--- src/rtl/clk_wiz_supervisor.sv ---
// Reset/lock supervisor for the clock wizard, clocked only by the free-running 100 MHz input.
// Optional lock-loss event counter enabled by macro CLK_WIZ_LOSS_CNT_EN.
module clk_wiz_supervisor #(
  parameter int RST_PULSE_CYC    = 10,
  parameter int LOCK_TIMEOUT_CYC = 100000,
  parameter int STABLE_CYC       = 64,
  parameter int MAX_RETRY        = 3
) (
  input  logic        clk_100M,
  input  logic        reset_n,
  input  logic        locked,
  output logic        clk_wiz_reset,
  output logic        sys_rst_n,
  output logic        lock_ok,
  output logic        fault,
  output logic [3:0]  retry_cnt
`ifdef CLK_WIZ_LOSS_CNT_EN
  ,
  output logic [15:0] loss_cnt
`endif
);

  localparam int MAX_A = (RST_PULSE_CYC > LOCK_TIMEOUT_CYC) ? RST_PULSE_CYC : LOCK_TIMEOUT_CYC;
  localparam int MAX_P = (MAX_A > STABLE_CYC) ? MAX_A : STABLE_CYC;
  localparam int CW    = $clog2(MAX_P + 1);

  // The WAIT_LOCK cycle that first sees locked_s high counts as the first stable cycle.
  localparam int STABLE_END = (STABLE_CYC > 1) ? STABLE_CYC - 2 : 0;

  localparam logic [CW-1:0] PULSE_LAST   = CW'(RST_PULSE_CYC - 1);
  localparam logic [CW-1:0] TIMEOUT_LAST = CW'(LOCK_TIMEOUT_CYC - 1);
  localparam logic [CW-1:0] STABLE_LAST  = CW'(STABLE_END);
  localparam logic [3:0]    RETRY_MAX    = 4'(MAX_RETRY);

  // RST_PULSE: wizard held in reset | WAIT_LOCK: await lock | STABLE: qualify lock | RUN: released | FAULT: sticky
  typedef enum logic [2:0] {
    S_RST_PULSE,
    S_WAIT_LOCK,
    S_STABLE,
    S_RUN,
    S_FAULT
  } state_t;

  state_t          r_state;
  state_t          w_state_nxt;
  logic [CW-1:0]   r_cnt;
  logic            r_sync1;
  logic            r_sync2;
  logic            w_locked_s;
  logic            w_retry_inc;
  logic            w_retry_clr;
  logic [3:0]      r_retry;
  logic            r_clk_wiz_reset;
  logic            r_sys_rst_n;
  logic            r_lock_ok;
  logic            r_fault;

  assign w_locked_s = r_sync2;

  always_comb begin
    w_state_nxt = r_state;
    w_retry_inc = 1'b0;
    w_retry_clr = 1'b0;
    case (r_state)
      S_RST_PULSE: begin
        if (r_cnt == PULSE_LAST) w_state_nxt = S_WAIT_LOCK;
      end
      S_WAIT_LOCK: begin
        if (w_locked_s) begin
          w_state_nxt = S_STABLE;
        end else if (r_cnt == TIMEOUT_LAST) begin
          if (r_retry == RETRY_MAX) begin
            w_state_nxt = S_FAULT;
          end else begin
            w_state_nxt = S_RST_PULSE;
            w_retry_inc = 1'b1;
          end
        end
      end
      S_STABLE: begin
        if (!w_locked_s) w_state_nxt = S_WAIT_LOCK;
        else if (r_cnt == STABLE_LAST) w_state_nxt = S_RUN;
      end
      S_RUN: begin
        if (!w_locked_s) begin
          w_state_nxt = S_RST_PULSE;
          w_retry_clr = 1'b1;
        end
      end
      S_FAULT: w_state_nxt = S_FAULT;
      default: w_state_nxt = S_RST_PULSE;
    endcase
  end

  always_ff @(posedge clk_100M) begin
    if (!reset_n) begin
      r_state         <= S_RST_PULSE;
      r_cnt           <= '0;
      r_sync1         <= 1'b0;
      r_sync2         <= 1'b0;
      r_retry         <= 4'd0;
      r_clk_wiz_reset <= 1'b1;
      r_sys_rst_n     <= 1'b0;
      r_lock_ok       <= 1'b0;
      r_fault         <= 1'b0;
    end else begin
      r_sync1 <= locked;
      r_sync2 <= r_sync1;
      r_state <= w_state_nxt;
      if (w_state_nxt != r_state) r_cnt <= '0;
      else                        r_cnt <= r_cnt + 1'b1;
      if (w_retry_clr)      r_retry <= 4'd0;
      else if (w_retry_inc) r_retry <= r_retry + 4'd1;
      // Outputs decode the next state so they change on the same edge as the state.
      r_clk_wiz_reset <= (w_state_nxt == S_RST_PULSE) || (w_state_nxt == S_FAULT);
      r_sys_rst_n     <= (w_state_nxt == S_RUN);
      r_lock_ok       <= (w_state_nxt == S_RUN);
      r_fault         <= (w_state_nxt == S_FAULT);
    end
  end

  assign clk_wiz_reset = r_clk_wiz_reset;
  assign sys_rst_n     = r_sys_rst_n;
  assign lock_ok       = r_lock_ok;
  assign fault         = r_fault;
  assign retry_cnt     = r_retry;

`ifdef CLK_WIZ_LOSS_CNT_EN
  logic        w_loss;
  logic [15:0] r_loss_cnt;

  assign w_loss = (r_state == S_RUN) && !w_locked_s;

  always_ff @(posedge clk_100M) begin
    if (!reset_n)                              r_loss_cnt <= 16'd0;
    else if (w_loss && r_loss_cnt != 16'hFFFF) r_loss_cnt <= r_loss_cnt + 16'd1;
  end

  assign loss_cnt = r_loss_cnt;
`endif

endmodule

--- config.mk ---
export PLATFORM = sky130hd
export DESIGN_NAME = clk_wiz_supervisor
export DESIGN_NICKNAME = d
export VERILOG_FILES = /design/src/rtl/clk_wiz_supervisor.sv
export SDC_FILE = /design/constraint.sdc
export NUM_CORES = 1
export LEC_CHECK = 0
export CORE_AREA = 2 2 57 59
export DETAILED_ROUTE_END_ITERATION = 16
export DIE_AREA = 0 0 59 61
export PLACE_DENSITY_LB_ADDON = 0.2
export SYNTH_ARGS = -nofsm -noshare
export SYNTH_HDL_FRONTEND = slang
export SYNTH_SLANG_ARGS = --single-unit
--- constraint.sdc ---
create_clock -name clk_100M -period 1.8 [get_ports clk_100M]
set_clock_uncertainty 0.05 [all_clocks]
set_input_delay 0.36 -clock clk_100M [delete_from_list [all_inputs] [get_ports clk_100M]]
set_output_delay 0.36 -clock clk_100M [all_outputs]
set_load 0.02 [all_outputs]
==> metrics.txt <==
RD Place Congestion ~0.8; row count 20; maximum level of the CTS H-tree 2; sequential element share of the synthesized area roughly 40%; simple-gate share of the synthesized area around a third; detailed-routing iteration count for the pre-antenna-repair pass 4; Hold Fails Final Rpt 0; initial standard-cell utilization of the core 48.90%; power per cell area between 700 and 800 nW/µm²; Root Buffer Master clkbuf_4; final routed wire length divided by cell count about 15 µm; fin util 60.68%; commonest cells after routing, fill and taps aside dfxtp_1 (22), nor2_1 (20), buf_4 (11), nand3_1 (9), xnor2_1 (8); number of antenna violations at the first check in global routing 0; number of nets with antenna violations after detailed routing 0; Clock Path Buffers 2; worst hold path type reg2reg; leakage power summed over all cells 0.6770 nW; Synth async-reset ratio 0%; Worst Reg-to-Reg Cells 6; shortest clock period the worst path allows after layout 1.745 ns; CTS sink cnt 29; endpoint of the most critical register-to-register path retry_cnt[1]; Setup violations, final 0; post-synth cell types 39; worst skew pair latency between 0.3 and 0.4 ns; Antenna Cells 0; max-capacitance violation count 0; xor and xnor fraction of the mapped netlist area 9.099%; number of buffers created by CTS 5; count of flip-flops with a built-in enable after synthesis 0; aggregate global routing overflow 0; area delta synth->final 24.09%; Mapped Area 1444 µm²; CORE AREA around 3000 µm²; transition time at the pin with the least slew margin between 0.6 and 0.7 ns; startpoint class of the critical path flop; final std cells w/o fill 215; # fillers approximately 260; fraction of post-synthesis cell area in the top cell type by area about two fifths; highest fanout seen on the critical path 4; kind of critical path reg2reg; die height about 61 µm; count of routing violations after the opening detailed-route iteration 47; vias in the first global route 1232; cell taking the most area after synthesis dfxtp_1; detailed-route wire length between 3000 and 4000 µm; hpwl dp 2305 µm; pin count of the biggest net entering global routing 11; number of warning messages in the yosys log 0; setup tns final 0 ns; combinational family with the most area after synthesis simple AND/OR/NAND/NOR gates; all-layer global routing usage about a fifth; via density per instance about 5.8; Horiz. Die Dim just under 60 µm; placement-stage worst setup slack between 0.05 and 0.06 ns; RSZ-0062 raised after global routing true; worst endpoint required time between 1.5 and 2 ns; cell types with the largest area share after synthesis dfxtp_1 (40%), nor2_1 (5.2%), xnor2_1 (4.9%); launch instance of the worst register-to-register path r_cnt[1]; max_slew headroom a little under three fifths; fraction of the mapped netlist area in compound gates 11.53%; crit path from r_cnt[1]; post-route clock period utilization a little over nine tenths; drc violations 0; Total Nets Final approximately 190; share of post-route cells with drive strength above 1 between 20% and 30%; Fmax 573.2 MHz; PortBufs 10; Final Hold Slack ~0.39 ns; number of top-level pins 11; CTS clock-pin slew for the worst setup and hold paths around 0.09 ns; mean area per synthesized cell 9.139 µm²; Syn Inst Count roughly 160; Placed Cells between 200 and 250; total power after layout ~1.3 mW; Worst setup endpoint retry_cnt[1]; status completed; net count of the mapped netlist about 170; Setup WS post-layout about 0.055 ns; Slew Limit Fails 0; clock tree from TritonCTS done; wire length of the first global-routing pass around 5300 µm; total via count after detailed routing around 1200; crit path capture type flop; commonest non-fill, non-tap cell in the layout dfxtp_1; share of cell area taken by muxes after synthesis less than 1%; ys flop type dfxtp_1; worst reg2reg setup slack 0.06 ns; Worst VDD drop roughly 0.39 mV; Area after DPL approximately 1600 µm²; die area roughly 3600 µm²; endpoint arrival time on the critical path about 1.9 ns; synthesized flop and latch total 29; Synth Area in Adders about 3.5%; Final Instance Area around 1800 µm²
layer usage:
metal  track usage (%)  vias up  share of wire (%)
met3             6.823        6                4.1
li1                  -      612                  -
met5                 0        -                  0
met4             9.091        0                1.5
met2             32.86       24                 51
met1             22.58      599                 43
area by class of cell:
class	instances	area (µm²)	area share, %
multi-input cells	119	870.8	48.60
well taps	33	41.29	2.304
flip-flops and latches	29	589.3	32.89
clock buffers	7	55.05	3.073
repair buffers	21	186.4	10.41
inverters	5	18.77	1.047
clock inverters	1	30.03	1.676
repair_timing:
action | CTS | global route
pin swaps | 0 | 5
setup endpoints to repair | 1 | 19
setup buffers | 0 | 2
hold endpoints to repair | 0 | 0
hold buffers | 0 | 0
resized for setup | 1 | 21
critical path, cell delays in order (launching register included):
cell	delay, ns
dfxtp_2	0.37
ha_4	0.14
and4_4	0.23
nand4_1	0.21
nor3_2	0.32
mux2i_1	0.24
nor2_1	0.05
worst min-delay path by stage:
stage             from  endpoint  slack, ns  cells past startpoint
2_1_floorplan  r_sync1   r_sync2       0.36                      1
3_3_place_gp   r_sync1   r_sync2       0.37                      1
3_5_place_dp   r_sync1   r_sync2       0.37                      1
4_1_cts        r_sync1   r_sync2       0.40                      1
5_1_grt        r_sync1   r_sync2       0.41                      1
6_report       r_sync1   r_sync2       0.39                      1
power breakdown:
part | leakage, nW | switching, mW | total, mW | internal (mW)
Combinational | 0.394 | 0.0333 | 0.0652 | 0.0319
Clock | 0.0455 | 0.227 | 0.558 | 0.331
Sequential | 0.238 | 0.00978 | 0.660 | 0.650
cells by family (layout without fill, tap and decap cells):
family | after synthesis | in the layout
compound gates | 22 | 22
buf+inv | 10 | 34
flops | 29 | 29
simple gates | 77 | 77
fa+ha+maj | 4 | 4
mux | 1 | 1
xor+xnor | 15 | 15
cells in the mapped netlist (3+ instances only):
cell type	n
inv_1	5
buf_2	3
and4_1	3
xnor2_1	8
o21ai_0	5
dfxtp_1	29
and2_1	5
xor2_1	7
nand2_1	6
nor2_1	20
a21oi_1	5
nand4_1	6
nor3_1	6
a211oi_1	4
ha_1	4
nand3_1	10
or3_1	3
registers in the layout, summed over array words and instances, names as in the netlist:
name and flops:
r_sync1 1, retry_cnt 4, r_cnt 17, lock_ok 1
clk_wiz_reset 1, r_state 3, fault 1, r_sync2 1
No activity file was read; power rests on OpenSTA's default activity.
==> variant 1, RTL diff (config.mk and constraints unchanged) <==
Set the parameter `LOCK_TIMEOUT_CYC` to 400000 (it was 100000).
--- a/src/rtl/clk_wiz_supervisor.sv
+++ b/src/rtl/clk_wiz_supervisor.sv
@@ -4,3 +4,3 @@
   parameter int RST_PULSE_CYC    = 10,
-  parameter int LOCK_TIMEOUT_CYC = 100000,
+  parameter int LOCK_TIMEOUT_CYC = 400000,
   parameter int STABLE_CYC       = 64,
Behaviour: same outputs for any inputs over 10 cycles, from zero or initial values and one cycle with reset_n low; that may be too few to reach the edited logic, so the function may still have changed.
==> variant 1 against the original RTL <==
- the flow now finishes with violations (setup timing)
- utilization grew 9.3 points
- worst setup slack lost 0.12 ns
- design area grew 15%
- non-clock buffer count grew 22
- total power shrank 7.5%
- sequential cell count grew 2
- die area is the same
- global-route usage shrank 0.58 points
- routed wire length shrank 0.85%
- area after synthesis shrank 0.43%
- maximum frequency shrank 6.7%
- critical path type unchanged
==> variant 1: results (changes against the original RTL) <==
Yosys
  – Sequential area share after synthesis: 43.2% (+3.0 points)
  – Most frequent cells after synthesis: nor2_1 (33), dfxtp_1 (31), nand2_1 (11), nand3_1 (11), xor2_1 (11)
  – Netlist cell types: 36 (-7.7%)
  – Synthesized Nets: 171 (+3.6%)

Global route
  – Total Routing Usage GR: 19.0% (-0.58 points)
  – Vias in the first global route: 1239 (+0.57%)
  – Largest net degree at the start of global routing: 10 (-1)
  – Global-route wire length before repair: 5110 µm (-3.3%)

Routing
  – Wirelength, routed: 3160 µm (-0.85%)
  – Initial DRC Count: 55 (+17%)
  – Vias: 1289 (+3.9%)

Run status
  – Status: finished, violations left
  – Failing checks: setup timing

Timing
  – Final hold slack: 0.411 ns (+0.0182 ns)
  – Final setup violation count: 16 (+16)
  – Worst Slack Setup Final: -0.0690 ns (-0.124 ns)
  – Worst rel slew slack: 59.9% (+3.8 points)

Clocking
  – Post-CTS setup buffers: 6 (+6)

Worst setup path
  – Critical Path Max Stage Delay: 0.53 ns (+0.16 ns)
  – Arr. time, crit path: 2.08 ns (+0.18 ns)

Placed design
  – Post-DP Area: 1780 µm² (+9.5%)
  – HPWL Detailed: 2230 µm (-3.2%)
  – Final GP Congestion: 0.826 (+1.1%)
  – Pre-CTS worst setup slack: -0.0829 ns (-0.134 ns)

Cells and area
  – Layout cells sized above 1: 36.4% (+11 points)
  – Final #Nets: 216 (+15%)

Power
  – Pint: 920 µW (-9.2%)
  – Worst vdd ir: 0.000358 V (-7.4%)
==> variant 1: cells by family after synthesis <==
family / count (synthesis) / share of synthesized area [%]
AOI/OAI and AO/OA: 12 / 5.40
DFF: 31 / 43.2
muxes: 1 / 0.696
xor gates and xnor gates: 20 / 12.2
adders and majority gates: 4 / 3.48
buffers and inverters: 10 / 3.57
and+or+nand+nor: 86 / 31.5
==> variant 1: cell type report <==
type                    instances  area (µm²)
clock inverters                 1        5.00
repair buffers                 43         375
inverters                       5        18.8
well taps                      33        41.3
fillers                       242         887
flip-flops and latches         31         628
multi-input cells             123         946
clock buffers                   6        51.3
==> variant 1: path summary, 6_finish.rpt <==
path / start / to / cells after the start
min reg2reg: r_sync1 / r_sync2 / 1
max reg2reg: r_cnt[13] / retry_cnt[3] / 6
min: r_sync1 / r_sync2 / 1
max: r_cnt[13] / retry_cnt[3] / 6
==> variant 1: through the flow <==
stage | TNS, ns | util, % | instances | total power [mW]
after floorplan | -0.181 | - | 164 | 0.746
after global placement | -0.505 | 60.3 | 229 | 0.774
after detailed placement | -1.08 | 60.3 | 229 | 0.777
after CTS | -0.952 | 66.1 | 243 | 1.20
after global routing | -1.97 | 70.0 | 242 | 1.25
final | -0.656 | 70.0 | 242 | 1.19
==> variant 1: power groups by stage <==
stage | sequential (mW) | combinational, mW | clock, mW
after floorplan | 0.718 | 0.0282 | 0
after global placement | 0.717 | 0.0573 | 0
after detailed placement | 0.718 | 0.0597 | 0
after CTS | 0.701 | 0.0863 | 0.410
after global routing | 0.703 | 0.0968 | 0.446
final | 0.701 | 0.0881 | 0.398
==> variant 1: per-layer routing <==
layer,global-route usage (%),share of wire [%],vias up
met5,0,0,-
met2,36.3,54,22
met3,4.48,2.9,6
met4,8.12,2.2,0
met1,19.8,41,607
li1,-,-,654
==> variant 2, RTL diff (same settings) <==
Without the edit above. The 5 states of `state_t` get a one-hot encoding in 5 bits.
--- a/src/rtl/clk_wiz_supervisor.sv
+++ b/src/rtl/clk_wiz_supervisor.sv
@@ -35,8 +35,8 @@
   // RST_PULSE: wizard held in reset | WAIT_LOCK: await lock | STABLE: qualify lock | RUN: released | FAULT: sticky
-  typedef enum logic [2:0] {
-    S_RST_PULSE,
-    S_WAIT_LOCK,
-    S_STABLE,
-    S_RUN,
-    S_FAULT
+  typedef enum logic [4:0] {
+    S_RST_PULSE = 5'b00001,
+    S_WAIT_LOCK = 5'b00010,
+    S_STABLE    = 5'b00100,
+    S_RUN       = 5'b01000,
+    S_FAULT     = 5'b10000
   } state_t;
Check against the original RTL: same outputs for any inputs over 10 cycles, from zero or initial values and one cycle with reset_n low; not proved beyond that.
==> variant 2 against the original RTL <==
- the flow now finishes with violations (setup timing)
- sequential cell count increased by 2
- total power down 5.0%
- area after synthesis grew 11%
- die area unchanged
- worst setup slack worse by 0.23 ns
- routed wire length increased by 15%
- design area grew 18%
- critical path type unchanged
- largest power group unchanged
- combinational power shrank 6.1%
- count of clock-buffer cells in the layout rose by 1
==> variant 2: results (changes against the original RTL) <==
Routing
  – Met1 WL: 1540 µm (+12%)
  – Met2 WL: 1920 µm (+17%)
  – Via density: 5.58 (-3.3%)
  – WL met3: 130 µm (-0.76%)
  – Initial DRC Count: 80 (+70%)
  – Wirelength, routed: 3670 µm (+15%)

Cells and area
  – Non-Clock Inverter Count: 3 (-2)
  – Final std cells w/o fill: 269 (+25%)
  – Non-clock buffers: 49 (+130%)
  – Buffering overhead: 19.5% (+9.1 points)
  – Sequential cell area: 624 µm² (+5.9%)
  – Layout cells sized above 1: 26.7% (+1.4 points)
  – Clock network area share: 3.24% (-1.5 points)
  – Multi-In Gates: 145 (+22%)
  – Fillers: 215 (-19%)

Global route
  – Met3 usage: 8.10% (+1.3 points)
  – Total Routing Usage GR: 22.9% (+3.3 points)
  – GR Util met1: 24.4% (+1.9 points)
  – Vias in the first global route: 1509 (+22%)
  – Met2 GRT Util: 40.3% (+7.5 points)

Worst setup path
  – Critical Path Source: r_cnt[9]
  – Length in cells of the worst reg-to-reg path: 5 (-1)
  – Critical Path Fanout Max: 17 (+13)
  – Arr. time, crit path: 2.15 ns (+0.25 ns)

Power
  – Pint: 953 µW (-5.9%)
  – PD cells: 575 nW/µm² (-20%)
  – Leakage: 0.855 nW (+26%)

Yosys
  – Netlist cell types: 43 (+10%)
  – Sequential area share after synthesis: 38.8% (-1.4 points)
  – Synth Area in Compound Gates: 10.7% (-0.81 points)

Timing
  – Worst Slack Setup Final: -0.176 ns (-0.232 ns)
  – Final setup violation count: 27 (+27)
  – Worst rel slew slack: 64.7% (+8.6 points)

Clocking
  – Post-cts resize count: 3 (+2)

Run status
  – Status: finished, violations left
  – Failing checks: setup timing

Placed design
  – Pre-CTS worst setup slack: -0.203 ns (-0.254 ns)
  – HPWL Detailed: 2870 µm (+24%)
  – Post-Place Cells: 261 (+27%)
==> variant 2: cell types whose count changed after synthesis, sizes merged, moves of 3 or more <==
cell | before | now
nor2 | 20 | 36
nand2 | 6 | 12
and4 | 5 | 0
xnor2 | 8 | 13
clkbuf | 1 | 5
a211oi | 4 | 1
and2 | 5 | 2
nand2b | 2 | 5
nand3 | 10 | 13
nor4 | 3 | 6
or4 | 0 | 3
xor2 | 7 | 4
==> variant 2: logic make-up (layout without fill, tap and decap cells) <==
logic type | Yosys count | after routing
AND/OR/NAND/NOR | 101 | 101
flip-flops | 31 | 31
AO/OA/AOI/OAI | 20 | 20
XOR/XNOR | 17 | 17
buffers and inverters | 11 | 60
adder cells (fa/ha/maj) | 4 | 4
multiplexers | 3 | 3
==> variant 2: critical path, cell delays in order, from the launching register on <==
cell	delay [ns]
dfxtp_2	0.33
or4_1	0.50
or4_4	0.56
o221ai_4	0.20
buf_12	0.17
nor2_1	0.06
